### config.mk
export PLATFORM = sky130hd
export DESIGN_NAME = pipe_hazard_unit
export DESIGN_NICKNAME = d
export VERILOG_FILES = /design/src/rtl/pipe_hazard_pkg.sv /design/src/rtl/hazard_tag_stage.sv /design/src/rtl/pipe_hazard_unit.sv
export SDC_FILE = /design/constraint.sdc
export NUM_CORES = 1
export LEC_CHECK = 0
export CAP_MARGIN = 5
export CORE_MARGIN = 3
export CORE_UTILIZATION = 41
export CTS_BUF_LIST = sky130_fd_sc_hd__clkbuf_8
export DETAILED_ROUTE_END_ITERATION = 6
export PLACE_DENSITY = 0.84
export SYNTH_ARGS = -nofsm -noshare
export SYNTH_HDL_FRONTEND = slang
export SYNTH_SLANG_ARGS = --single-unit
export TNS_END_PERCENT = 5
### constraint.sdc
create_clock -name clk -period 2.8 [get_ports clk]
set_input_delay 0.56 -clock clk [delete_from_list [all_inputs] [get_ports clk]]
set_output_delay 0.56 -clock clk [all_outputs]
set_load 0.03 [all_outputs]
### src/rtl/pipe_hazard_pkg.sv
// rtl/pipe_hazard_pkg.sv - shared tag type, defaults and producer test for the hazard unit
//
// Contents:
//   STAGES_DEF, LOAD_STAGE_DEF : default pipeline depth and first load-ready stage
//   TAG_AW                     : register index width held in a tag (supports NREG <= 256)
//   tag_t                      : one in-flight stage entry {valid, dst, wr_en, is_load}
//   writes_reg()               : true when a tag is a live producer of a non-zero register
package pipe_hazard_pkg;

    localparam int STAGES_DEF     = 3;
    localparam int LOAD_STAGE_DEF = 1;
    localparam int TAG_AW         = 8;

    typedef struct packed {
        logic              valid;
        logic [TAG_AW-1:0] dst;
        logic              wr_en;
        logic              is_load;
    } tag_t;

    // Register 0 is hard-wired, so a write to it never produces a value.
    function automatic logic writes_reg(input tag_t t, input logic [TAG_AW-1:0] r);
        return t.valid && t.wr_en && (t.dst == r) && (r != '0);
    endfunction

endpackage

### src/rtl/hazard_tag_stage.sv
// rtl/hazard_tag_stage.sv - one slot of the in-flight destination tag pipeline
//
// Ports:
//   clk   : clock
//   reset : synchronous active-high reset, clears the slot
//   kill  : load a bubble instead of d (valid forced to 0)
//   d     : tag arriving from the previous stage (or decode)
//   q     : tag currently held in this stage
module hazard_tag_stage
    import pipe_hazard_pkg::*;
(
    input  logic clk,
    input  logic reset,
    input  logic kill,
    input  tag_t d,
    output tag_t q
);

    tag_t r_tag;

    always_ff @(posedge clk) begin
        if (reset) begin
            r_tag <= '0;
        end else begin
            r_tag <= d;
            if (kill) begin
                r_tag.valid <= 1'b0;
            end
        end
    end

    assign q = r_tag;

endmodule

### src/rtl/pipe_hazard_unit.sv
// rtl/pipe_hazard_unit.sv - operand forwarding and load-use stall detection
//
// Ports:
//   clk, reset                    : clock, synchronous active-high reset
//   id_valid, flush               : decode holds an instruction / kill decode and EX entry
//   id_rs, id_rt, id_rs_used, id_rt_used : decode source registers and their use flags
//   id_dst, id_wr_en, id_is_load  : decode destination description
//   stage_result                  : per-stage result bus, slice i belongs to stage i
//   fwd_a_hit/fwd_a_data          : forward for source rs
//   fwd_b_hit/fwd_b_data          : forward for source rt
//   stall                         : load-use stall (combinational)
//   stall_count                   : saturating count of stall cycles
module pipe_hazard_unit
    import pipe_hazard_pkg::*;
#(
    parameter  int DATA_W     = 32,
    parameter  int NREG       = 32,
    parameter  int STAGES     = STAGES_DEF,
    parameter  int LOAD_STAGE = LOAD_STAGE_DEF,
    localparam int REG_AW     = $clog2(NREG)
) (
    input  logic                     clk,
    input  logic                     reset,
    input  logic                     id_valid,
    input  logic                     flush,
    input  logic [REG_AW-1:0]        id_rs,
    input  logic [REG_AW-1:0]        id_rt,
    input  logic                     id_rs_used,
    input  logic                     id_rt_used,
    input  logic [REG_AW-1:0]        id_dst,
    input  logic                     id_wr_en,
    input  logic                     id_is_load,
    input  logic [STAGES*DATA_W-1:0] stage_result,
    output logic                     fwd_a_hit,
    output logic                     fwd_b_hit,
    output logic [DATA_W-1:0]        fwd_a_data,
    output logic [DATA_W-1:0]        fwd_b_data,
    output logic                     stall,
    output logic [15:0]              stall_count
);

    tag_t              w_tag_d [STAGES];
    tag_t              w_tag_q [STAGES];
    logic [STAGES-1:0] w_kill;
    logic [TAG_AW-1:0] w_rs;
    logic [TAG_AW-1:0] w_rt;
    logic              w_a_match;
    logic              w_a_ready;
    logic              w_b_match;
    logic              w_b_ready;
    logic [DATA_W-1:0] w_a_sel;
    logic [DATA_W-1:0] w_b_sel;
    logic              w_stall;
    logic [15:0]       r_stall_count;

    assign w_rs = TAG_AW'(id_rs);
    assign w_rt = TAG_AW'(id_rt);

    // Stage 0 takes decode (bubble on stall/flush); stage 1 is also killed on
    // flush so the instruction leaving EX never reaches a later stage.
    for (genvar g = 0; g < STAGES; g++) begin : g_stage
        if (g == 0) begin : g_head
            assign w_tag_d[g] = '{valid: id_valid, dst: TAG_AW'(id_dst),
                                  wr_en: id_wr_en, is_load: id_is_load};
            assign w_kill[g]  = w_stall | flush;
        end else begin : g_body
            assign w_tag_d[g] = w_tag_q[g-1];
            assign w_kill[g]  = (g == 1) ? flush : 1'b0;
        end

        hazard_tag_stage u_stage (
            .clk   (clk),
            .reset (reset),
            .kill  (w_kill[g]),
            .d     (w_tag_d[g]),
            .q     (w_tag_q[g])
        );
    end

    // Scan oldest to youngest so the youngest producer is the last one written.
    always_comb begin
        w_a_match = 1'b0;
        w_a_ready = 1'b0;
        w_a_sel   = '0;
        w_b_match = 1'b0;
        w_b_ready = 1'b0;
        w_b_sel   = '0;
        for (int i = STAGES - 1; i >= 0; i--) begin
            if (writes_reg(w_tag_q[i], w_rs)) begin
                w_a_match = 1'b1;
                w_a_ready = !w_tag_q[i].is_load || (i >= LOAD_STAGE);
                w_a_sel   = stage_result[i*DATA_W +: DATA_W];
            end
            if (writes_reg(w_tag_q[i], w_rt)) begin
                w_b_match = 1'b1;
                w_b_ready = !w_tag_q[i].is_load || (i >= LOAD_STAGE);
                w_b_sel   = stage_result[i*DATA_W +: DATA_W];
            end
        end
    end

    assign w_stall = !reset && id_valid && !flush &&
                     ((id_rs_used && w_a_match && !w_a_ready) ||
                      (id_rt_used && w_b_match && !w_b_ready));

    assign fwd_a_hit  = !reset && id_rs_used && w_a_match && w_a_ready;
    assign fwd_b_hit  = !reset && id_rt_used && w_b_match && w_b_ready;
    assign fwd_a_data = fwd_a_hit ? w_a_sel : '0;
    assign fwd_b_data = fwd_b_hit ? w_b_sel : '0;

    always_ff @(posedge clk) begin
        if (reset) begin
            r_stall_count <= '0;
        end else if (w_stall && (r_stall_count != 16'hFFFF)) begin
            r_stall_count <= r_stall_count + 16'd1;
        end
    end

    assign stall       = w_stall;
    assign stall_count = r_stall_count;

endmodule
==> implementation parameters, run 1 <==
Parameter                              Value

Run status
  Outcome ... complete, but fails checks
  Violations in the final reports ... setup timing

Global route
  GRT overflow ... 0
  Via count of the first global-routing pass ... 5160
  Global-route wire length before repair ... 26100 um
  Largest net degree at the start of global routing ... 34
  GRT Resource Usage Total ... 31.7%
  Initial antenna violation count ... 1

Worst setup path
  Start point of the critical path ... id_rs[4]
  Category of the worst setup path capture point ... output port
  Category of the most critical setup path ... in2out
  Slowest-stage cell, CP ... sky130_fd_sc_hd__or4_4
  Data required time of the worst path ... 2240 ps
  Worst EP arrival ... 2550 ps
  RR Endpoint ... stall_count[10]
  Worst-path fanout max ... 8
  CP bufs+invs ... 6
  Cells traversed along the worst timing path ... buf_6 > or4_4 > buf_6 > nor2_4 > buf_6 > nor4_4 > buf_6 > buf_12 > mux2i_2 > a211oi_4 > buf_6
  Top cell family by delay on the critical path ... buffers and inverters
  CP Launch Type ... input port
  Worst reg-to-reg path cell count ... 9
  Maximum cell stage delay along the critical path ... 560 ps
  Launching point of the worst reg2reg path ... g_stage[0].u_stage.q[3]
  Slack of the worst reg-to-reg path ... 380 ps
  Most used cell, CP ... sky130_fd_sc_hd__buf_6

Timing
  Tmin final ... 3110 ps
  # setup viols final ... 66
  Hold Violations, Final ... 0
  Worst slew pin tran ... 619 ps
  Maximum frequency from static timing analysis ... 321 MHz
  RSZ-0062 raised after global routing ... true
  Setup WS post-layout ... -311 ps
  Worst slack on hold paths ... 470 ps
  Period Utilization, post-route ... 111%
  Relative slew margins ... 58.5%
  Count of final max-slew check failures ... 0
  Worst Clk Skew ... 5.26 ps

Synth
  Share of synthesized area occupied by flip-flops and latches ... 20.6%
  Adder-cell area share of the yosys netlist ... 0.339%
  Dominant cell type by area after synthesis ... sky130_fd_sc_hd__dfxtp_1
  Share of the synthesized area in the top cell type ... 20.6%
  Post-synth top cells ... 40 x sky130_fd_sc_hd__nor2_1, 38 x sky130_fd_sc_hd__dfxtp_1, 37 x sky130_fd_sc_hd__nor3_1
  Most numerous cell in the Yosys netlist ... sky130_fd_sc_hd__nor2_1
  Share of async-settable or async-resettable flops after synthesis ... 0%
  Mean instance size in the synthesized netlist ... 7.67 um2
  Multiplexer share of the synthesized area ... 9.26%
  Most instantiated flip-flop cell in the synthesis netlist ... sky130_fd_sc_hd__dfxtp_1
  Flops & latches, synth ... 38
  Number of synthesized flops with an enable pin ... 0
  Fraction of the mapped netlist area in simple logic gates ... 24.8%
  Post-synthesis cell area ... 3690 um2
  Share of the synthesized area in compound gates (AO/OA/AOI/OAI) ... 27.3%
  Post-synthesis net count ... 601
  Post-synthesis xor/xnor area fraction ... 7.32%
  Cell count after synthesis ... 481
  Synth Warn # ... 0
  Number of distinct library cell variants in the gate-level netlist after synthesis ... 46
  Main combinational cell family by area after synthesis ... compound AO/OA/AOI/OAI gates
  Cell types with the largest area share after synthesis ... sky130_fd_sc_hd__dfxtp_1 21%, sky130_fd_sc_hd__mux2i_1 9.0%, sky130_fd_sc_hd__o2bb2ai_1 7.6%, sky130_fd_sc_hd__a211oi_1 6.9%, sky130_fd_sc_hd__xnor2_1 6.4%

Routing
  Violation count after the first detailed-route iteration ... 226
  Wirelength, routed ... 17700 um
  Pre-Repair DR Iteration Count ... 6
  Number of nets still failing antenna checks after routing ... 0
  DRC ... 0
  WL per Instance ... 21.1 um
  Via density ... 6.05
  Via Count ... 5083

Cells and area
  Number of nets in the final layout ... 853
  Final design instance area without fill ... 7060 um2
  Register area ... 763 um2
  Area growth from synthesis to layout ... 91.3%
  Filler Cell Count ... 502
  Fraction of layout instances using a drive strength above 1 ... 34.9%
  Multi-input logic area ... 3030 um2

Worst hold path
  Instance count along the most critical hold path ... 1
  Class of the most critical hold timing path ... reg2reg
  Worst hold path endpoint ... g_stage[2].u_stage.q[10]
  Hold path start ... g_stage[1].u_stage.q[10]

Floorplanning
  Core ar. ... 8460 um2
  Die area ... 10200 um2
  Starting Density ... 43.6%
  Vertical die dimension ... 101 um
  IO Count ... 202
  Width of the die ... 101 um
  Row count ... 33

Clocking
  Number of CTS-inserted buffers ... 5
  Clock Latency Late Sink ... 290 ps
  Hold-fix buffers at CTS ... 0
  Total number of clock tree sinks ... 38
  Reg clk slew, reported paths ... 80 ps
  Maximum level of the CTS H-tree ... 2
  Clock Root Buffer ... sky130_fd_sc_hd__clkbuf_8
  TritonCTS clock tree ... done
  Maximum buffer depth of the clock tree ... 2

Pwr
  Leakage Power ... 0.00261 uW
  Total power density per cell area ... 207 nW/um2
  Overall power of the completed layout ... 1460 uW
  Worst VDD drop ... 0.332 mV

Placed design
  Post-Place Cell Area ... 6080 um2
  Gp weighted congestion ... 0.906
  Post-Place Worst Slack ... -695 ps
  Detailed placement HPWL ... 11600 um
  Port-buffer cells ... 201

Run
  # Max-Cap Violations ... 0
[final cells by class]
cell class              count  area share (%)
inverters                  36            1.91
repair buffers            289            41.0
diodes                      1          0.0355
flip-flops and latches     38            10.8
multi-input cells         363            42.9
clock buffers               5           0.975
well taps                 105            1.86
clock inverters             3           0.532
[sequential cells by signal, summed over array words and instances, names as in the netlist]
name               flops
g_stage.u_stage.q     22
stall_count           16
[placed cells by master, fill, tap and decap left out, types with 11 or more instances in the layout]
cell                              synthesis  layout
sky130_fd_sc_hd__buf_4                    7      97
sky130_fd_sc_hd__dfxtp_1                 38      36
sky130_fd_sc_hd__a21oi_1                 11      11
sky130_fd_sc_hd__nor2_1                  40      37
sky130_fd_sc_hd__nand2_1                 11      11
sky130_fd_sc_hd__a31oi_1                 32      30
sky130_fd_sc_hd__mux2i_1                 33      31
sky130_fd_sc_hd__nor3_1                  37      34
sky130_fd_sc_hd__a211oi_2                 0      29
sky130_fd_sc_hd__o2bb2ai_1               32      22
sky130_fd_sc_hd__xnor2_1                 27      19
sky130_fd_sc_hd__buf_6                    5      41
sky130_fd_sc_hd__clkdlybuf4s50_1          0     124
sky130_fd_sc_hd__nor2b_1                 23      23
sky130_fd_sc_hd__nand4_1                 11      11
sky130_fd_sc_hd__inv_1                   36      38
[power breakdown]
group          internal, uW  switching (uW)  total [uW]  leakage, uW
registers               553            16.8         569     0.000310
clock network           259             199         458    0.0000607
logic                   253             182         435      0.00224
total                  1060             398        1460      0.00261
[through the flow]
step	util [%]	std cells	setup TNS, ps
floorplan	-	481	-5980
global placement	71.8	796	-33030
detailed placement	71.8	796	-36720
CTS	81.2	837	-13440
global route	83.4	840	-18480
finish	83.4	840	-13920
[how the worst max path moves through the flow]
stage	end	slack, ps	cells past startpoint
4_1_cts	fwd_a_data[1]	-340	13
2_1_floorplan	fwd_b_data[22]	-150	7
3_5_place_dp	fwd_a_hit	-700	8
5_1_grt	fwd_a_data[5]	-370	11
3_3_place_gp	fwd_a_hit	-650	8
6_report	fwd_a_data[4]	-310	11
[metal layers]
metal	track usage (%)	vias up	wire, um
met5	0	-	0
met4	16.4	0	903
met3	5.61	75	1550
met2	57.0	296	9030
met1	35.4	2416	6210
li1	-	2296	-
[timing repair]
item,4_1_cts,5_1_grt
buffers inserted,27,2
resized for setup,121,33
pin swaps,33,37
gates cloned,7,1
endpoints found under the setup margin,67,66
[logic make-up after synthesis]
kind of cell               Yosys count
muxes                               34
DFF                                 38
xor gates and xnor gates            30
buffers and inverters               80
AOI/OAI and AO/OA                  133
and+or+nand+nor                    165
adders and majority gates            1
No activity file was read; power rests on OpenSTA's default activity.
==> inputs of run 2 (changes only) <==
SKIP_CTS_REPAIR_TIMING = 1   (was not set)
SLEW_MARGIN = 20   (was not set)
==> implementation parameters, run 2 (synthesized netlist as in run 1, its figures left out) <==
Parameter                              Value

Run status
  Outcome ... complete, but fails checks
  Violations in the final reports ... setup timing

Worst setup path
  Launching point of the worst reg2reg path ... g_stage[0].u_stage.q[5]
  Worst reg-to-reg path cell count ... 7
  RR Endpoint ... stall_count[11]
  Start point of the critical path ... id_rt[0]
  Maximum cell stage delay along the critical path ... 500 ps
  CP Launch Type ... input port
  Category of the most critical setup path ... in2out
  Slack of the worst reg-to-reg path ... 400 ps
  Slowest-stage cell, CP ... sky130_fd_sc_hd__clkdlybuf4s50_1
  Cells traversed along the worst timing path ... clkdlybuf4s50_1 > buf_4 > xnor2_1 > nand4_1 > or2_2 > buf_4 > a31oi_1 > o2bb2ai_2 > buf_4
  Worst EP arrival ... 2650 ps
  Most used cell, CP ... sky130_fd_sc_hd__buf_4
  Data required time of the worst path ... 2240 ps
  Capturing element of the worst setup path ... fwd_b_data[15]
  Category of the worst setup path capture point ... output port
  Worst-path fanout max ... 9

Timing
  Count of final max-slew check failures ... 0
  Relative slew margins ... 56.8%
  Worst Clk Skew ... 6.57 ps
  Period Utilization, post-route ... 115%
  Maximum frequency from static timing analysis ... 312 MHz
  RSZ-0062 raised after global routing ... true
  Worst slew pin tran ... 643 ps
  # setup viols final ... 66
  Setup WS post-layout ... -409 ps
  Hold Violations, Final ... 0
  Tmin final ... 3210 ps

Cells and area
  Area growth from synthesis to layout ... 79.3%
  Commonest cells after routing, fill and taps aside ... 125 x sky130_fd_sc_hd__clkdlybuf4s50_1, 98 x sky130_fd_sc_hd__buf_4, 39 x sky130_fd_sc_hd__nor2_1, 38 x sky130_fd_sc_hd__dfxtp_1, 37 x sky130_fd_sc_hd__inv_1
  Final design instance area without fill ... 6620 um2
  Number of nets in the final layout ... 826
  Max FFs per register ... 22
  Multi-input logic area ... 2930 um2
  Fraction of layout instances using a drive strength above 1 ... 29.4%
  Filler Cell Count ... 588
  Leading cell type in the layout, fill and taps excluded ... sky130_fd_sc_hd__clkdlybuf4s50_1
  Register area ... 761 um2

Global route
  Largest net degree at the start of global routing ... 34
  GRT overflow ... 0
  Via count of the first global-routing pass ... 4682
  Initial antenna violation count ... 1
  Global-route wire length before repair ... 23300 um
  GRT Resource Usage Total ... 27.8%

Routing
  Pre-Repair DR Iteration Count ... 5
  Number of nets still failing antenna checks after routing ... 0
  Via Count ... 4823
  Via density ... 5.93
  Wirelength, routed ... 16000 um
  Violation count after the first detailed-route iteration ... 240
  WL per Instance ... 19.7 um
  DRC ... 0

Worst hold path
  Class of the most critical hold timing path ... reg2reg

Clocking
  TritonCTS clock tree ... done
  Maximum level of the CTS H-tree ... 2
  Clock Root Buffer ... sky130_fd_sc_hd__clkbuf_8
  Total number of clock tree sinks ... 38
  Clock Latency Late Sink ... 290 ps
  Maximum buffer depth of the clock tree ... 2
  Reg clk slew, reported paths ... 80 ps
  Number of CTS-inserted buffers ... 5

Floorplanning
  Width of the die ... 101 um
  Vertical die dimension ... 101 um
  Die area ... 10200 um2
  Row count ... 33
  Starting Density ... 43.6%
  Core ar. ... 8460 um2
  IO Count ... 202

Pwr
  Switching Power ... 371 uW
  Overall power of the completed layout ... 1420 uW
  Fraction of power consumed by sequential logic ... 40.0%
  Net switching share of the total power ... 26.2%
  Total power density per cell area ... 214 nW/um2
  Power share of the combinational group ... 28.3%
  Worst VDD drop ... 0.357 mV
  Internal Dissipation ... 1050 uW
  Leakage Power ... 0.00243 uW
  Proportion of power drawn by the clock network ... 31.8%

Placed design
  Gp weighted congestion ... 0.906
  Port-buffer cells ... 201
  Detailed placement HPWL ... 11600 um
  Post-Place Cell Area ... 6080 um2

Run
  # Max-Cap Violations ... 0
## run 2: cell types whose count changed in the layout (fill, tap and decap cells not counted), moves of 4 or more
cell and change:
sky130_fd_sc_hd__buf_2 -5, sky130_fd_sc_hd__buf_6 -27, sky130_fd_sc_hd__dlymetal6s2s_1 +6, sky130_fd_sc_hd__o2bb2ai_1 +7, sky130_fd_sc_hd__o2bb2ai_2 -7, sky130_fd_sc_hd__xnor2_1 +4
## run 2: cell type report
cell class	count	area share, %
well taps	105	1.99
flip-flops and latches	38	11.5
multi-input cells	364	44.3
diodes	1	0.0378
clock buffers	5	1.04
repair buffers	261	38.5
clock inverters	3	0.567
inverters	36	2.04
## run 2: worst max-delay path: cells and delay by family
kind,cells,cell delay [ps]
buffers and inverters,4,1040
AOI/OAI and AO/OA,2,340
xor gates and xnor gates,1,140
and+or+nand+nor,2,570
## run 2: worst min path at each step
| stage | depth (start not counted) | to | slack (ps) | start |
|---|---|---|---|---|
| 5_1_grt | 1 | g_stage[2].u_stage.q[1] | 490 | g_stage[1].u_stage.q[1] |
| 3_3_place_gp | 1 | g_stage[2].u_stage.q[1] | 430 | g_stage[1].u_stage.q[1] |
| 4_1_cts | 1 | g_stage[2].u_stage.q[10] | 460 | g_stage[1].u_stage.q[10] |
| 6_report | 1 | g_stage[2].u_stage.q[10] | 470 | g_stage[1].u_stage.q[10] |
| 2_1_floorplan | 1 | g_stage[2].u_stage.q[1] | 430 | g_stage[1].u_stage.q[1] |
| 3_5_place_dp | 1 | g_stage[2].u_stage.q[10] | 450 | g_stage[1].u_stage.q[10] |
## run 2: power by group through the flow
stage	combinational (uW)	clock (uW)	sequential, uW
after CTS	371	456	565
after global placement	357	0	576
after detailed placement	367	0	577
final	400	450	566
after floorplan	118	0	574
after global routing	425	479	568
## run 2: through the flow
stage / setup slack [ps] / util, % / std cells / hold slack [ps] / TNS, ps
2_1_floorplan: -148 / - / 481 / 429 / -5980
3_3_place_gp: -650 / 71.8 / 796 / 433 / -33030
3_5_place_dp: -695 / 71.8 / 796 / 446 / -36720
4_1_cts: -697 / 73.1 / 804 / 463 / -36290
5_1_grt: -492 / 78.2 / 813 / 493 / -24750
6_report: -409 / 78.2 / 813 / 473 / -18600
## run 2: routing by layer
metal / GRT usage (%) / wire [um]
met5: 0 / 0
met1: 32.4 / 5910
met2: 51.3 / 8220
met3: 3.81 / 1340
met4: 9.84 / 545
==> edit 1: new RTL, settings of run 2 <==
The parameter `NREG` goes from 32 to 16.
--- a/src/rtl/pipe_hazard_unit.sv
+++ b/src/rtl/pipe_hazard_unit.sv
@@ -15,5 +15,5 @@
 #(
     parameter  int DATA_W     = 32,
-    parameter  int NREG       = 32,
+    parameter  int NREG       = 16,
     parameter  int STAGES     = STAGES_DEF,
     parameter  int LOAD_STAGE = LOAD_STAGE_DEF,
Interface: changed (resized id_dst, id_rs and id_rt); port bits go from 202 to 199. The function was not compared with the original's and may differ.
==> edit 1 against run 2 <==
- the flow still finishes with violations (negative setup slack)
- design area up 10%
- via count rose by 18%
- sequential cell count down 3
- worst setup slack better by 0.019 ns
- core utilization up 9.3 points
- wire length increased by 21%
- total power is essentially flat
- synthesized area is 2.8% lower
- sequential power decreased by 8.0%
- largest cell class unchanged
- largest power group unchanged
==> edit 1: results <==
[synthesis]
ys_top_cells_by_count = "nand2_1 (137), clkbuf_1 (53), nand3_1 (39)"
postSynthNetCount = 680
synth.top_cells.by_area = "dfxtp_1 (20%), nand2_1 (14%), a221oi_1 (7.8%)"
synth_cell_type_count = 54

[finish]
antenna_cells = 0
drive_above_1_share = 0.3087
n_fill_cell = 403
largest_reg_flops = 19

[placed_design]
placed_cell_area_sq_mm = 0.006603
post-place-ws_ns = -0.6786
place_congestion = 0.9327

[worst_setup_path]
reg2reg_from = "g_stage[0].u_stage.q[3]$_SDFF_PP0_"
worst-endpoint-arrival_ns = 2.63
r2r-end = "stall_count[8]$_SDFFE_PP0P_"
regToRegSetupSlack_ns = 0.21

[sta]
relSlewSlack = 0.7108
fin_skew_ns = 0.01421
layout_setup_ws_ns = -0.3902
setup_viol = 66

[outcome]
failed_checks = "negative setup slack"
status = "finished, violations left"

[global_routing]
antenna_found_initial = 0
grt_max_degree = 66

[drt]
vias = 5671
first_iter_violations = 368

[power]
power_leakage_uw = 0.002965
power.switching_uw = 406.6

[hold_path]
hp-start = "g_stage[0].u_stage.q[1]$_SDFF_PP0_"
[edit 1: changes by cell type after synthesis, moves of 30 or more]
cell / before / now
a211oi_1: 34 / 1
inv_1: 36 / 4
nor3_1: 37 / 7
a221oi_1: 0 / 32
nand3_1: 7 / 39
clkbuf_1: 19 / 53
mux2i_1: 33 / 2
nand2_1: 11 / 137
o2bb2ai_1: 32 / 0
[edit 1: worst max path at each step]
stage | cells after the start | endpoint | start | slack (ns)
after floorplan | 8 | fwd_a_data[10] | id_rs[0] | -0.13
after global placement | 10 | fwd_a_data[18] | id_rs[0] | -0.61
after detailed placement | 10 | fwd_a_data[27] | id_rs[0] | -0.68
after CTS | 10 | fwd_a_data[20] | id_rs[2] | -0.71
after global routing | 10 | fwd_a_data[20] | id_rs[3] | -0.46
final | 9 | fwd_a_data[19] | id_rs[0] | -0.39
[edit 1: kinds of logic after synthesis]
group / Yosys count / share of synthesized area
xor+xnor: 26 / 0.06350
mux: 3 / 0.008723
flops: 35 / 0.1954
fa+ha+maj: 1 / 0.003489
simple gates: 269 / 0.3454
compound gates: 165 / 0.3133
buf+inv: 64 / 0.07013
[edit 1: final cells by class]
| cell class | count | area share |
|---|---|---|
| sequential | 35 | 0.09635 |
| timing repair buffer | 260 | 0.3797 |
| clock inverter | 3 | 0.006343 |
| tap | 105 | 0.01800 |
| multi-input combinational | 464 | 0.4881 |
| clock buffer | 5 | 0.009429 |
| inverter | 4 | 0.002057 |
[edit 1: per-layer routing]
metal	global-route usage	wire length [um]	vias to the layer above
met5	0	0	-
met3	0.03717	1806	79
met1	0.3967	7116	2707
met2	0.5739	9710	398
li1	-	-	2487
met4	0.1313	745	0
[edit 1: through the flow]
step	util	TNS, ns	hold slack (ns)	cells
floorplan	-	-5.557	0.4291	563
global placement	0.7916	-37.70	0.4358	855
detailed placement	0.7916	-41.48	0.4578	855
CTS	0.8054	-39.24	0.4646	863
global route	0.8750	-20.07	0.4876	876
finish	0.8750	-15.07	0.4592	876
[edit 1: power groups by stage]
stage / registers (uW) / clock network, uW / logic [uW]
finish: 521 / 469 / 427
global route: 522 / 491 / 445
CTS: 519 / 469 / 380
detailed placement: 531 / 0 / 376
global placement: 530 / 0 / 369
floorplan: 527 / 0 / 120
==> edit 2: new RTL, config.mk and constraints of run 2 <==
Without the edit above. Reset style: asynchronous (`reset`), changed in 2 clocked blocks. Comments in the files are not updated.
--- a/src/rtl/hazard_tag_stage.sv
+++ b/src/rtl/hazard_tag_stage.sv
@@ -19,5 +19,5 @@
     tag_t r_tag;
 
-    always_ff @(posedge clk) begin
+    always_ff @(posedge clk or posedge reset) begin
         if (reset) begin
             r_tag <= '0;
--- a/src/rtl/pipe_hazard_unit.sv
+++ b/src/rtl/pipe_hazard_unit.sv
@@ -109,5 +109,5 @@
     assign fwd_b_data = fwd_b_hit ? w_b_sel : '0;
 
-    always_ff @(posedge clk) begin
+    always_ff @(posedge clk or posedge reset) begin
         if (reset) begin
             r_stall_count <= '0;
Formal check against the unedited RTL: differs if reset is asserted again (counterexample within 4 cycles, from zero or initial values and one cycle with reset high); with reset held inactive, the same outputs for 10 cycles.
==> edit 2 against run 2 <==
- the flow still finishes with violations (negative setup slack)
- core utilization up 1.3 points
- wire length up 10%
- clock power up 26%
- count of clock-buffer cells in the layout unchanged
- first-iteration DRC count up 77%
- total power up 10%
- worst setup slack better by 0.061 ns
- critical path depth up 1
- critical endpoint is now fwd_a_data[0]
- design area up 1.1%
- synthesized area down 1.4%
- clock skew up 0.0019 ns
- sequential cell count unchanged
==> edit 2: results <==
[global_routing]
antenna_found_initial = 0
grt_max_degree = 48
grt_pass1_vias = 4769
grt_pass1_wl_mm = 25.17
track_usage = 0.3088

[outcome]
status = "finished, violations left"
failed_checks = "negative setup slack"

[clocking]
htree_levels = 2
clkSlewWorstSetupHoldPaths_ns = 0.07

[finish]
ff_latch_area_sq_um = 950.9
multi_input_area_share = 0.4260
drive_above_1_share = 0.3025
largest_reg_flops = 22
n_fill_cell = 535
clk_share = 0.02057
antenna_cells = 0
nonClkBufAreaFrac = 0.3893
inverters = 2
fin_nets = 790
buffers = 271
num-multi-input-gates = 352

[synthesis]
yosysSeqAreaShare = 0.2613
ys.flop_type = "dfrtp_1"
synth_adder_area_share = 0.003438
synth_cell_type_count = 47
synth-xor-area-share = 0.1035
muxShareOfSynthArea = 0.003094
synth_compound_area_frac = 0.3249
ys_ff_latch = 38
synthArstFlopShare = 1.000
synth.top_cells.by_area = "dfrtp_1 (26%), o211a_1 (13%), o221ai_1 (12%)"
yosys_warnings = 0
ys_top_cells_by_count = "nand2_1 (74), o211a_1 (49), o221ai_1 (49)"
postSynthNetCount = 555

[die]
nWellTaps = 105

[drt]
drt-met1-wl_mm = 6.591
vias = 4930
dr_wl_met2_mm = 8.425
dr_wl_met3_mm = 1.654
first_iter_violations = 425
drt-total-wl_mm = 17.63

[power]
p_per_area_mw_per_mm2 = 233.5
power_leakage_uw = 0.002936
ir_drop_mv = 0.3266

[placed_design]
dp_hpwl_mm = 12.57
port_buffers = 201
placed_cell_area_sq_mm = 0.006242
place_congestion = 0.9525

[sta]
fin_tns_setup_ns = -20.25
worstMarginPinSlew_ns = 0.5114
fin_skew_ns = 0.008470
setup_viol = 67
layout_setup_ws_ns = -0.3482

[worst_setup_path]
worst-endpoint-arrival_ns = 2.59
worst-path-max-fanout = 18

[hold_path]
min-delay-path-class = "flop to flop"
[edit 2: power breakdown]
group	internal [uW]	total, uW	switching [uW]	leakage, uW
clock network	357	565	208	0.0000683
logic	236	413	177	0.00238
registers	564	584	19.8	0.000485
total	1160	1560	405	0.00294
[edit 2: critical path: stages]
cell       delay, ns
buf_6           0.10
or4_4           0.59
nor2_4          0.19
nor4_4          0.07
a221oi_2        0.29
nand4bb_4       0.20
buf_12          0.16
inv_6           0.09
o211a_1         0.16
buf_4           0.17
[edit 2: cell families after synthesis]
kind of cell	Yosys count
multiplexers	1
XOR/XNOR	43
AND/OR/NAND/NOR	181
buffers and inverters	45
flip-flops	38
adder cells (fa/ha/maj)	1
AO/OA/AOI/OAI	126
[edit 2: per-stage QoR]
step           cells  setup WS, ns  power, uW
2_1_floorplan    435      -0.07653      695.8
3_3_place_gp     761       -0.6627      954.6
3_5_place_dp     761       -0.6865      963.4
4_1_cts          769       -0.7150       1524
5_1_grt          776       -0.4547       1611
6_report         776       -0.3482       1562
[edit 2: metal layers]
layer,up-vias,track usage
li1,2150,-
met1,2371,0.3753
met2,331,0.5316
met3,78,0.06324
met4,0,0.1254
met5,-,0
[edit 2: worst paths after layout]
kind	start	to	slack, ns	cells after the start
max	id_rs[3]	fwd_a_data[0]	-0.35	10
min	g_stage[1].u_stage.q[10]$_DFF_PP0_	g_stage[2].u_stage.q[10]$_DFF_PP0_	0.43	0
max reg2reg	g_stage[0].u_stage.q[2]$_DFF_PP0_	stall_count[11]$_DFFE_PP0P_	0.67	9
min reg2reg	g_stage[1].u_stage.q[10]$_DFF_PP0_	g_stage[2].u_stage.q[10]$_DFF_PP0_	0.43	0
max in group asynchronous	reset	stall_count[6]$_DFFE_PP0P_	1.56	4
min in group asynchronous	reset	stall_count[15]$_DFFE_PP0P_	0.91	4
